===== src/rtl/seg7_scan_driver_pkg.sv =====
// Shared constants for the seven-segment scan driver: segment patterns,
// digit count, the latched display configuration and the blanking rule.
package seg7_scan_driver_pkg;

    localparam int N_DIG = 4;

    // Active-high patterns, bit order gfedcba
    localparam logic [6:0] SEG_0    = 7'h3F;
    localparam logic [6:0] SEG_1    = 7'h06;
    localparam logic [6:0] SEG_2    = 7'h5B;
    localparam logic [6:0] SEG_3    = 7'h4F;
    localparam logic [6:0] SEG_4    = 7'h66;
    localparam logic [6:0] SEG_5    = 7'h6D;
    localparam logic [6:0] SEG_6    = 7'h7D;
    localparam logic [6:0] SEG_7    = 7'h07;
    localparam logic [6:0] SEG_8    = 7'h7F;
    localparam logic [6:0] SEG_9    = 7'h6F;
    localparam logic [6:0] SEG_DASH = 7'h40;

    typedef struct packed {
        logic [4*N_DIG-1:0] bcd;
        logic [N_DIG-1:0]   blink;
        logic [N_DIG-1:0]   dp;
        logic               blank_lz;
    } disp_cfg_t;

    // Digit idx is a leading zero when it and every digit to its left are 0.
    function automatic logic lz_blanked(input logic [4*N_DIG-1:0] bcd,
                                        input logic [1:0]         idx,
                                        input logic               en);
        return en && (idx != 2'd0) && ((bcd >> {idx, 2'b00}) == '0);
    endfunction

endpackage


===== src/rtl/seg7_decoder.sv =====
// Combinational BCD to seven-segment decoder; non-decimal nibbles show a dash.
module seg7_decoder
    import seg7_scan_driver_pkg::*;
(
    input  logic [3:0] bcd_i,
    output logic [6:0] pat_o
);

    always_comb begin
        pat_o = SEG_DASH;
        case (bcd_i)
            4'd0:    pat_o = SEG_0;
            4'd1:    pat_o = SEG_1;
            4'd2:    pat_o = SEG_2;
            4'd3:    pat_o = SEG_3;
            4'd4:    pat_o = SEG_4;
            4'd5:    pat_o = SEG_5;
            4'd6:    pat_o = SEG_6;
            4'd7:    pat_o = SEG_7;
            4'd8:    pat_o = SEG_8;
            4'd9:    pat_o = SEG_9;
            default: pat_o = SEG_DASH;
        endcase
    end

endmodule


===== src/rtl/seg7_scan_driver.sv =====
// Four-digit multiplexed seven-segment driver with leading-zero blanking,
// per-digit blink and decimal point, and dead time between digit slots.
module seg7_scan_driver
    import seg7_scan_driver_pkg::*;
#(
    parameter int SCAN_DIV    = 50000,
    parameter int DEAD_CYC    = 16,
    parameter int BLINK_SLOTS = 500,
    parameter int SEG_ACT_LOW = 1,
    parameter int DIG_ACT_LOW = 1
) (
    input  logic        clk,
    input  logic        rst_n,
    input  logic        load,
    input  logic [15:0] bcd_in,
    input  logic        blank_lz,
    input  logic [3:0]  blink_mask,
    input  logic [3:0]  dp_mask,
    output logic [6:0]  seg,
    output logic        dp,
    output logic [3:0]  dig_sel,
    output logic        frame_done
);

    localparam int   CNT_W   = (SCAN_DIV > 1) ? $clog2(SCAN_DIV) : 1;
    localparam int   BL_W    = (BLINK_SLOTS > 1) ? $clog2(BLINK_SLOTS) : 1;
    localparam logic SEG_INV = (SEG_ACT_LOW != 0);
    localparam logic DIG_INV = (DIG_ACT_LOW != 0);

    logic [CNT_W-1:0] cnt_q, cnt_d;
    logic [1:0]       idx_q, idx_d;
    logic [BL_W-1:0]  bl_q, bl_d;
    logic             phase_q, phase_d;
    disp_cfg_t        shadow_q, shadow_d;
    disp_cfg_t        disp_q, disp_d;

    logic [6:0]       seg_q, seg_d;
    logic             dp_q, dp_d;
    logic [3:0]       sel_q, sel_d;
    logic             fd_q, fd_d;

    logic             tick;
    logic             bl_wrap;
    logic [3:0]       nib;
    logic [6:0]       pat;
    logic             blanked;
    logic             blink_off;

    seg7_decoder u_dec (
        .bcd_i (nib),
        .pat_o (pat)
    );

    always_comb begin
        tick    = (cnt_q == CNT_W'(SCAN_DIV - 1));
        bl_wrap = (bl_q == BL_W'(BLINK_SLOTS - 1));

        cnt_d   = tick ? '0 : cnt_q + 1'b1;
        idx_d   = tick ? idx_q + 2'd1 : idx_q;
        bl_d    = bl_q;
        if (tick) bl_d = bl_wrap ? '0 : bl_q + 1'b1;
        phase_d = phase_q ^ (tick & bl_wrap);

        shadow_d = shadow_q;
        if (load) shadow_d = '{bcd: bcd_in, blink: blink_mask, dp: dp_mask, blank_lz: blank_lz};
        // The slot about to start takes the shadow as it stood before any coincident load.
        disp_d = tick ? shadow_q : disp_q;
    end

    always_comb begin
        nib       = disp_q.bcd[{idx_q, 2'b00} +: 4];
        blanked   = lz_blanked(disp_q.bcd, idx_q, disp_q.blank_lz);
        blink_off = phase_q & disp_q.blink[idx_q];

        seg_d = ((blink_off || blanked) ? 7'h00 : pat) ^ {7{SEG_INV}};
        dp_d  = (disp_q.dp[idx_q] & ~blink_off) ^ SEG_INV;
        sel_d = ((cnt_q >= CNT_W'(DEAD_CYC)) ? (4'b0001 << idx_q) : 4'b0000) ^ {4{DIG_INV}};
        fd_d  = tick && (idx_q == 2'd3);
    end

    always_ff @(posedge clk or negedge rst_n) begin
        if (!rst_n) begin
            cnt_q    <= '0;
            idx_q    <= '0;
            bl_q     <= '0;
            phase_q  <= 1'b0;
            shadow_q <= '0;
            disp_q   <= '0;
        end else begin
            cnt_q    <= cnt_d;
            idx_q    <= idx_d;
            bl_q     <= bl_d;
            phase_q  <= phase_d;
            shadow_q <= shadow_d;
            disp_q   <= disp_d;
        end
    end

    always_ff @(posedge clk or negedge rst_n) begin
        if (!rst_n) begin
            seg_q <= {7{SEG_INV}};
            dp_q  <= SEG_INV;
            sel_q <= {4{DIG_INV}};
            fd_q  <= 1'b0;
        end else begin
            seg_q <= seg_d;
            dp_q  <= dp_d;
            sel_q <= sel_d;
            fd_q  <= fd_d;
        end
    end

    assign seg        = seg_q;
    assign dp         = dp_q;
    assign dig_sel    = sel_q;
    assign frame_done = fd_q;

endmodule


===== config.mk =====
export PLATFORM = sky130hd
export DESIGN_NAME = seg7_scan_driver
export DESIGN_NICKNAME = d
export VERILOG_FILES = /design/src/rtl/seg7_scan_driver_pkg.sv /design/src/rtl/seg7_decoder.sv /design/src/rtl/seg7_scan_driver.sv
export SDC_FILE = /design/constraint.sdc
export NUM_CORES = 1
export LEC_CHECK = 0
export BUFFER_PORTS_ARGS = -buffer_cell sky130_fd_sc_hd__buf_2
export CAP_MARGIN = 25
export CORE_MARGIN = 10
export CORE_UTILIZATION = 50
export DETAILED_ROUTE_END_ITERATION = 16
export HOLD_SLACK_MARGIN = 0.03
export PLACE_DENSITY = 0.69
export SETUP_SLACK_MARGIN = 0.4
export SLEW_MARGIN = 20
export SYNTH_ARGS = -nofsm -noshare
export SYNTH_HDL_FRONTEND = slang
export SYNTH_SLANG_ARGS = --single-unit

===== constraint.sdc =====
create_clock -name clk -period 2.5 [get_ports clk]
set_input_delay 0.25 -clock clk [delete_from_list [all_inputs] [get_ports clk]]
set_output_delay 0.25 -clock clk [all_outputs]
set_load 0.01 [all_outputs]

# ---- After elaboration in Yosys (flattened, before gate mapping)
# Memory sizes are Yosys's and may differ from the RTL's.
# Cells that the tools add are included.
# Widths: inputs -> output; s select.
dict set report totals {
  register_bits 91
  mem_bits_ro 112
  in_bits 28
  output_inout_bits 13
  word_cells 50
  n_memories 1
}
dict set report op_classes {
  add_sub_neg 3
  n_lt_le_gt_ge 2
  eq_ne 3
  n_shift 3
  mux 8
  bitwise_logic 8
  reduce_logical 6
}
# name words width read_ports rd_clocked_by_memory_dff write_ports line_no
set mem_list {}
lappend mem_list {{(no name shown)} 16 7 1 0 0 seg7_decoder.sv:11} ;# case (bcd_i)
# cell n
set op_table {}
lappend op_table {{$add 16x1->16 const B} 1}
lappend op_table {{$eq 16x16->1 const B} 1}
lappend op_table {{$ge 16x5->1 const B} 1}
lappend op_table {{$logic_not 16->1} 1}
lappend op_table {{$mux 16} 1}
lappend op_table {{$shiftx 16x5->4} 1}
lappend op_table {{$shr 16x4->16} 1}
lappend op_table {{$add 9x1->9 const B} 1}
lappend op_table {{$eq 9x9->1 const B} 1}
lappend op_table {{$mux 9} 1}
lappend op_table {{$mux 7} 1}
lappend op_table {{$not 7->7} 1}
lappend op_table {{$bmux 1 s2} 2}
lappend op_table {{$mux 4} 1}
lappend op_table {{$not 4->4} 1}
lappend op_table {{$shl 1x2->4 const A} 1}
lappend op_table {{$and 1x1->1} 3}
lappend op_table {{$logic_and 1x1->1} 3}
lappend op_table {{$lt 2x3->1 const B} 1}
lappend op_table {{$add 2x1->2 const B} 1}
lappend op_table {{$eq 2x2->1 const B} 1}
lappend op_table {{$mux 1} 2}
lappend op_table {{$not 1->1} 2}
lappend op_table {{$reduce_bool 2->1} 1}
lappend op_table {{2 further kinds} 2}

# ---- Depth between registers and ports, before layout
dict set report logic_depth {
  ltp_word 6
  depth_mapped 8
  ltp_nobuf 7
}

# ---- Cells and area by module
# A second synthesis with hierarchy kept.
dict set report unflattened {
  hier_cells 333
  area_unflattened_um2 4191.5
}
# module n_inst cells_each area_per_inst_um2 seq_area_each_um2
set by_module_without_submodules {}
lappend by_module_without_submodules {seg7_scan_driver 1 304 3966.3 2292.2}
lappend by_module_without_submodules {seg7_decoder 1 29 225.2 0.0}

# ---- Worst setup path after synthesis
# Ideal clock, no wire load.
dict set report synth_timing {
  path_type {reg-to-reg}
  start {register idx_q[0]}
  end {register seg_q[1], in the netlist seg[1]}
  arrival_ps 1902
  path_slack_ps 517
  path_stages_with_launch 8
  n_path_buf 1
  period_less_slack_ps 1983
  cell_sequence {dfrtp_1 -> buf_2 -> mux4_2 -> inv_1 -> ha_1 -> nand2_1 -> a211o_1 -> o211ai_1}
}
dict set report synth_via {
  elab_chain_len 6
  word_cells_on_any_way 13
  cone_classes {shift: 2; mux: 3; bitwise: 2; reduce/logical: 5; memory: 1}
}
# element line_no
set synth_lines {}
lappend synth_lines {{start: declaration} seg7_scan_driver.sv:31} ;# logic [1:0] idx_q, idx_d;
lappend synth_lines {{start signal: assignment} seg7_scan_driver.sv:91} ;# idx_q <= idx_d;
lappend synth_lines {{parallel branches: the longest is 4 deep, another holds $mem_v2 16x7} --}
lappend synth_lines {{$mux 7 *} seg7_scan_driver.sv:75} ;# seg_d = ((blink_off || blanked) ? 7'h00 : pat) ^ {7{SEG_INV}};
lappend synth_lines {{$not 7->7 (no source line) *} --}
lappend synth_lines {{named net seg_d[1]} seg7_scan_driver.sv:37} ;# logic [6:0] seg_q, seg_d;
lappend synth_lines {{end signal: assignment} seg7_scan_driver.sv:101} ;# seg_q <= {7{SEG_INV}};
lappend synth_lines {{end signal: assignment} seg7_scan_driver.sv:106} ;# seg_q <= seg_d;
lappend synth_lines {{end: declaration} seg7_scan_driver.sv:37}
# Mark *: on every way through the listed nets, which the timed path passes. The select of a mux whose other input is x is not followed.
# A chain may end at the register's enable or synchronous reset.

# ---- Final worst setup path
# Same ends and word-level chain as after synthesis.

==> reports/results.ini <==
[floorplanning]
core-area_um2=8217
rows=33
initial_core_util_pct=51.21
die_area_um2=12480
floorplan.io_pins=41
die_w_um=111.7
die-height_um=111.7

[place]
dpl.hpwl_um=5628
port_buffers=40
numPlacedInstances=463
placement.cell_area_um2=4511
place_congestion=0.8344

[power_and_ir_drop]
static-leakage-power_nw=2.161
switching_power_w=0.0005969
vdd_drop_max_mv=0.2787
p_sw_share_pct=21.85
p_int_w=0.002135
p_per_area_nw_per_um2=572.2
p_total_w=0.002732
combinational_fraction_of_design_power_pct=3.8
seq_power_share_pct=56.1
fraction_of_power_consumed_by_the_clock_network_pct=40.0

[route]
met3_wirelength_um=356
routed_wl_um=7805
highest-signal-layer=met4
detail_route.first_pass.iterations=5
detail_route.wl_per_cell_um=16.19
final_antenna_net_count=0
met2_wirelength_um=3577
drt-met1-wl_um=3751
num_vias=2675
drt_iter0_markers=114
remaining_drc_errors=0
vias_per_cell=5.550

[timing]
rsz0062_at_grt=no
min_period_ps=1983
fin_skew_ps=14.53
final.setup.tns_ps=0
hold_violations=0
max_freq_mhz=504.2
worst_slew_margin_rel_pct=58.56
worstMarginPinSlew_ps=618.2
timing_max_transition_violations_final=0
setup_violations_final=0
period_share_pct=79.33

[synthesis]
synthArstFlopShare_pct=100.0
synth.top_cells.by_area=sky130_fd_sc_hd__dfrtp_1, sky130_fd_sc_hd__mux2_2, sky130_fd_sc_hd__dfstp_2, sky130_fd_sc_hd__ha_1, sky130_fd_sc_hd__mux4_2
synth.yosys.warnings=0
netlist_top_cells_count=sky130_fd_sc_hd__dfrtp_1, sky130_fd_sc_hd__mux2_2, sky130_fd_sc_hd__nand3_1
synth.yosys.seq_area_share_pct=54.48
postSynthRegisterBits=91
synth_top_cell_by_area=sky130_fd_sc_hd__dfrtp_1
syn_area_per_cell_um2=12.91
count_of_distinct_cell_types_in_the_synthesized_netlist=45
syn_nets=366
gate_count_after_technology_mapping=326
mappedNetlistArea_um2=4208
yosys.area.top_type_share_pct=46.98
synthMostInstantiatedCell=sky130_fd_sc_hd__dfrtp_1
number_of_synthesized_flops_with_an_enable_pin=0
synth-main-ff-cell=sky130_fd_sc_hd__dfrtp_1

[worst_setup_path]
timing_worst_setup_path_type=flop to flop
crit_path_cell_trace=mux4_2, inv_1, ha_2, nand2_1, a211o_4, o211ai_1
reg2regPathDepth=6
cpLargestDelayFamily=multiplexers
slowest_delay_ps=590
reg2reg_to=seg[1]$_DFF_PN1_
timing.critical_path.to_type=flop
cp.required_ps=2780
path_max_fanout=7
ff_to_ff_start=idx_q[0]$_DFFE_PN0N_
start_kind=flop
cp_slowest_cell=sky130_fd_sc_hd__mux4_2
cp.buffers_inverters=1
worst-r2r-setup-slack_ps=520
arrival_ps=2260

[worst_hold_path]
hold_path_startpoint=bcd_in[4]
min_delay_path_depth=2
hold_path.class=primary input to flop
timing.hold.worst_endpoint=shadow_q[13]$_DFFE_PN0P_

[finish]
drive_above_1_share_pct=38.99
instances_no_fill=482
area_growth_syn_to_layout_pct=13.47
design.final.nets=412
insertedDiodeCount=0
final_core_util_pct=58.11
final_area_um2=4775

[clock_network]
cts-root-to-sink-buffers=2
cell_at_the_root_of_the_clock_tree=sky130_fd_sc_hd__clkbuf_8
clkLatencyLatePin_ps=360
clock_tree_from_tritoncts=built
cts_sinks=91
htree_num_levels=3
clk_transition_reported_paths_ps=100
cts-buffers-inserted=9

[run]
max_capacitance_violation_count=0

[status]
status=finished clean

[global_route]
grt_first_pass_wirelength_um=13500
via_count_of_the_first_global_routing_pass=2765
maximum_number_of_pins_on_one_net_before_global_route_repair=53
grtUsageTotal_pct=12.85
initial_antenna_violation_count=0
grt_overflow=0

[final cells by class]
cell class                 instances  area [um^2]
fill                             680         3442
sequential                        91         2295
multi-input combinational        208         1788
timing repair buffer              47        282.8
tap                              105        131.4
clock buffer                       9        123.9
clock inverter                     7        97.59
inverter                          15        56.30
[power by group through the flow]
stage                      logic, W  clock network, W  registers (W)
final                      0.000104           0.00109        0.00153
after global routing       0.000118           0.00120        0.00154
after CTS                  0.000108           0.00112        0.00153
after detailed placement   0.000107                 0        0.00156
after global placement     0.000103                 0        0.00156
after floorplan           0.0000489                 0        0.00155
[flip-flops by register name (all words and copies together), names as in the netlist]
register    flops
disp_q         25
shadow_q       25
cnt_q          16
bl_q            9
seg             7
dig_sel         4
idx_q           2
dp              1
frame_done      1
phase_q         1
[through the flow]
| stage | worst slack (ps) | hold WS (ps) |
|---|---|---|
| 3_5_place_dp | 334.5 | 256.5 |
| 2_1_floorplan | 516.6 | -45.59 |
| 3_3_place_gp | 374.9 | 248.3 |
| 6_report | 516.7 | 113.0 |
| 5_1_grt | 411.2 | 92.18 |
| 4_1_cts | 407.0 | 99.84 |
[how the worst max path moves through the flow]
stage	start	endpoint	slack (ps)	cells past startpoint
after floorplan	idx_q[0]$_DFFE_PN0N_	seg[1]$_DFF_PN1_	520	7
after global placement	idx_q[0]$_DFFE_PN0N_	seg[1]$_DFF_PN1_	370	6
after detailed placement	idx_q[0]$_DFFE_PN0N_	seg[1]$_DFF_PN1_	330	6
after CTS	idx_q[0]$_DFFE_PN0N_	seg[2]$_DFF_PN1_	410	6
after global routing	cnt_q[1]$_DFF_PN0_	disp_q[16]$_DFFE_PN0N_	410	6
final	idx_q[0]$_DFFE_PN0N_	seg[1]$_DFF_PN1_	520	6
[cell families (layout without fill, tap and decap cells)]
kind of cell	count (synthesis)	count (layout)	synth area share [%]
AO/OA/AOI/OAI	29	29	4.579
flip-flops	91	91	54.48
multiplexers	61	61	17.84
XOR/XNOR	15	15	3.122
adder cells (fa/ha/maj)	12	12	3.568
AND/OR/NAND/NOR	91	91	13.02
buffers and inverters	27	78	3.390
[timing repair]
| action | 4_1_cts | 5_1_grt |
|---|---|---|
| endpoints found under the hold margin | 27 | 0 |
| gates resized for setup | 1 | 5 |
| endpoints found under the setup margin | 7 | 29 |
| buffers inserted | 0 | 2 |
| hold buffers | 1 | 0 |
[cells in the final DEF (no fill, tap or decap), types with 2 or more instances in the layout]
master	n
sky130_fd_sc_hd__and4_1	4
sky130_fd_sc_hd__buf_12	2
sky130_fd_sc_hd__nor4_1	5
sky130_fd_sc_hd__xnor2_1	7
sky130_fd_sc_hd__o21bai_1	2
sky130_fd_sc_hd__nand2_1	12
sky130_fd_sc_hd__ha_2	2
sky130_fd_sc_hd__dfrtp_2	2
sky130_fd_sc_hd__ha_1	10
sky130_fd_sc_hd__nand3_1	18
sky130_fd_sc_hd__o21ai_0	4
sky130_fd_sc_hd__and2_1	4
sky130_fd_sc_hd__dfstp_2	12
sky130_fd_sc_hd__o211ai_1	8
sky130_fd_sc_hd__buf_2	39
sky130_fd_sc_hd__nand4_1	6
sky130_fd_sc_hd__nor3_1	5
sky130_fd_sc_hd__or4_1	2
sky130_fd_sc_hd__buf_4	5
sky130_fd_sc_hd__nor2_1	16
sky130_fd_sc_hd__a21oi_1	6
sky130_fd_sc_hd__a211oi_1	3
sky130_fd_sc_hd__inv_6	2
sky130_fd_sc_hd__clkinvlp_4	2
sky130_fd_sc_hd__bufinv_16	2
sky130_fd_sc_hd__mux2_2	52
sky130_fd_sc_hd__nor3_2	2
sky130_fd_sc_hd__o31ai_1	2
sky130_fd_sc_hd__dfrtp_1	77
sky130_fd_sc_hd__clkbuf_8	9
sky130_fd_sc_hd__xor2_1	8
sky130_fd_sc_hd__mux4_2	6
sky130_fd_sc_hd__inv_1	15
sky130_fd_sc_hd__nor4b_1	2
sky130_fd_sc_hd__mux2i_1	3
sky130_fd_sc_hd__and3_1	5
[routing by layer]
metal  vias to the layer above  global-route usage (%)
met2                        46                   19.19
met4                         0                   4.970
met3                        13                   4.079
met5                         -                       0
li1                       1273                       -
met1                      1343                   17.00
Note: power is estimated with default switching activity, not from simulation.
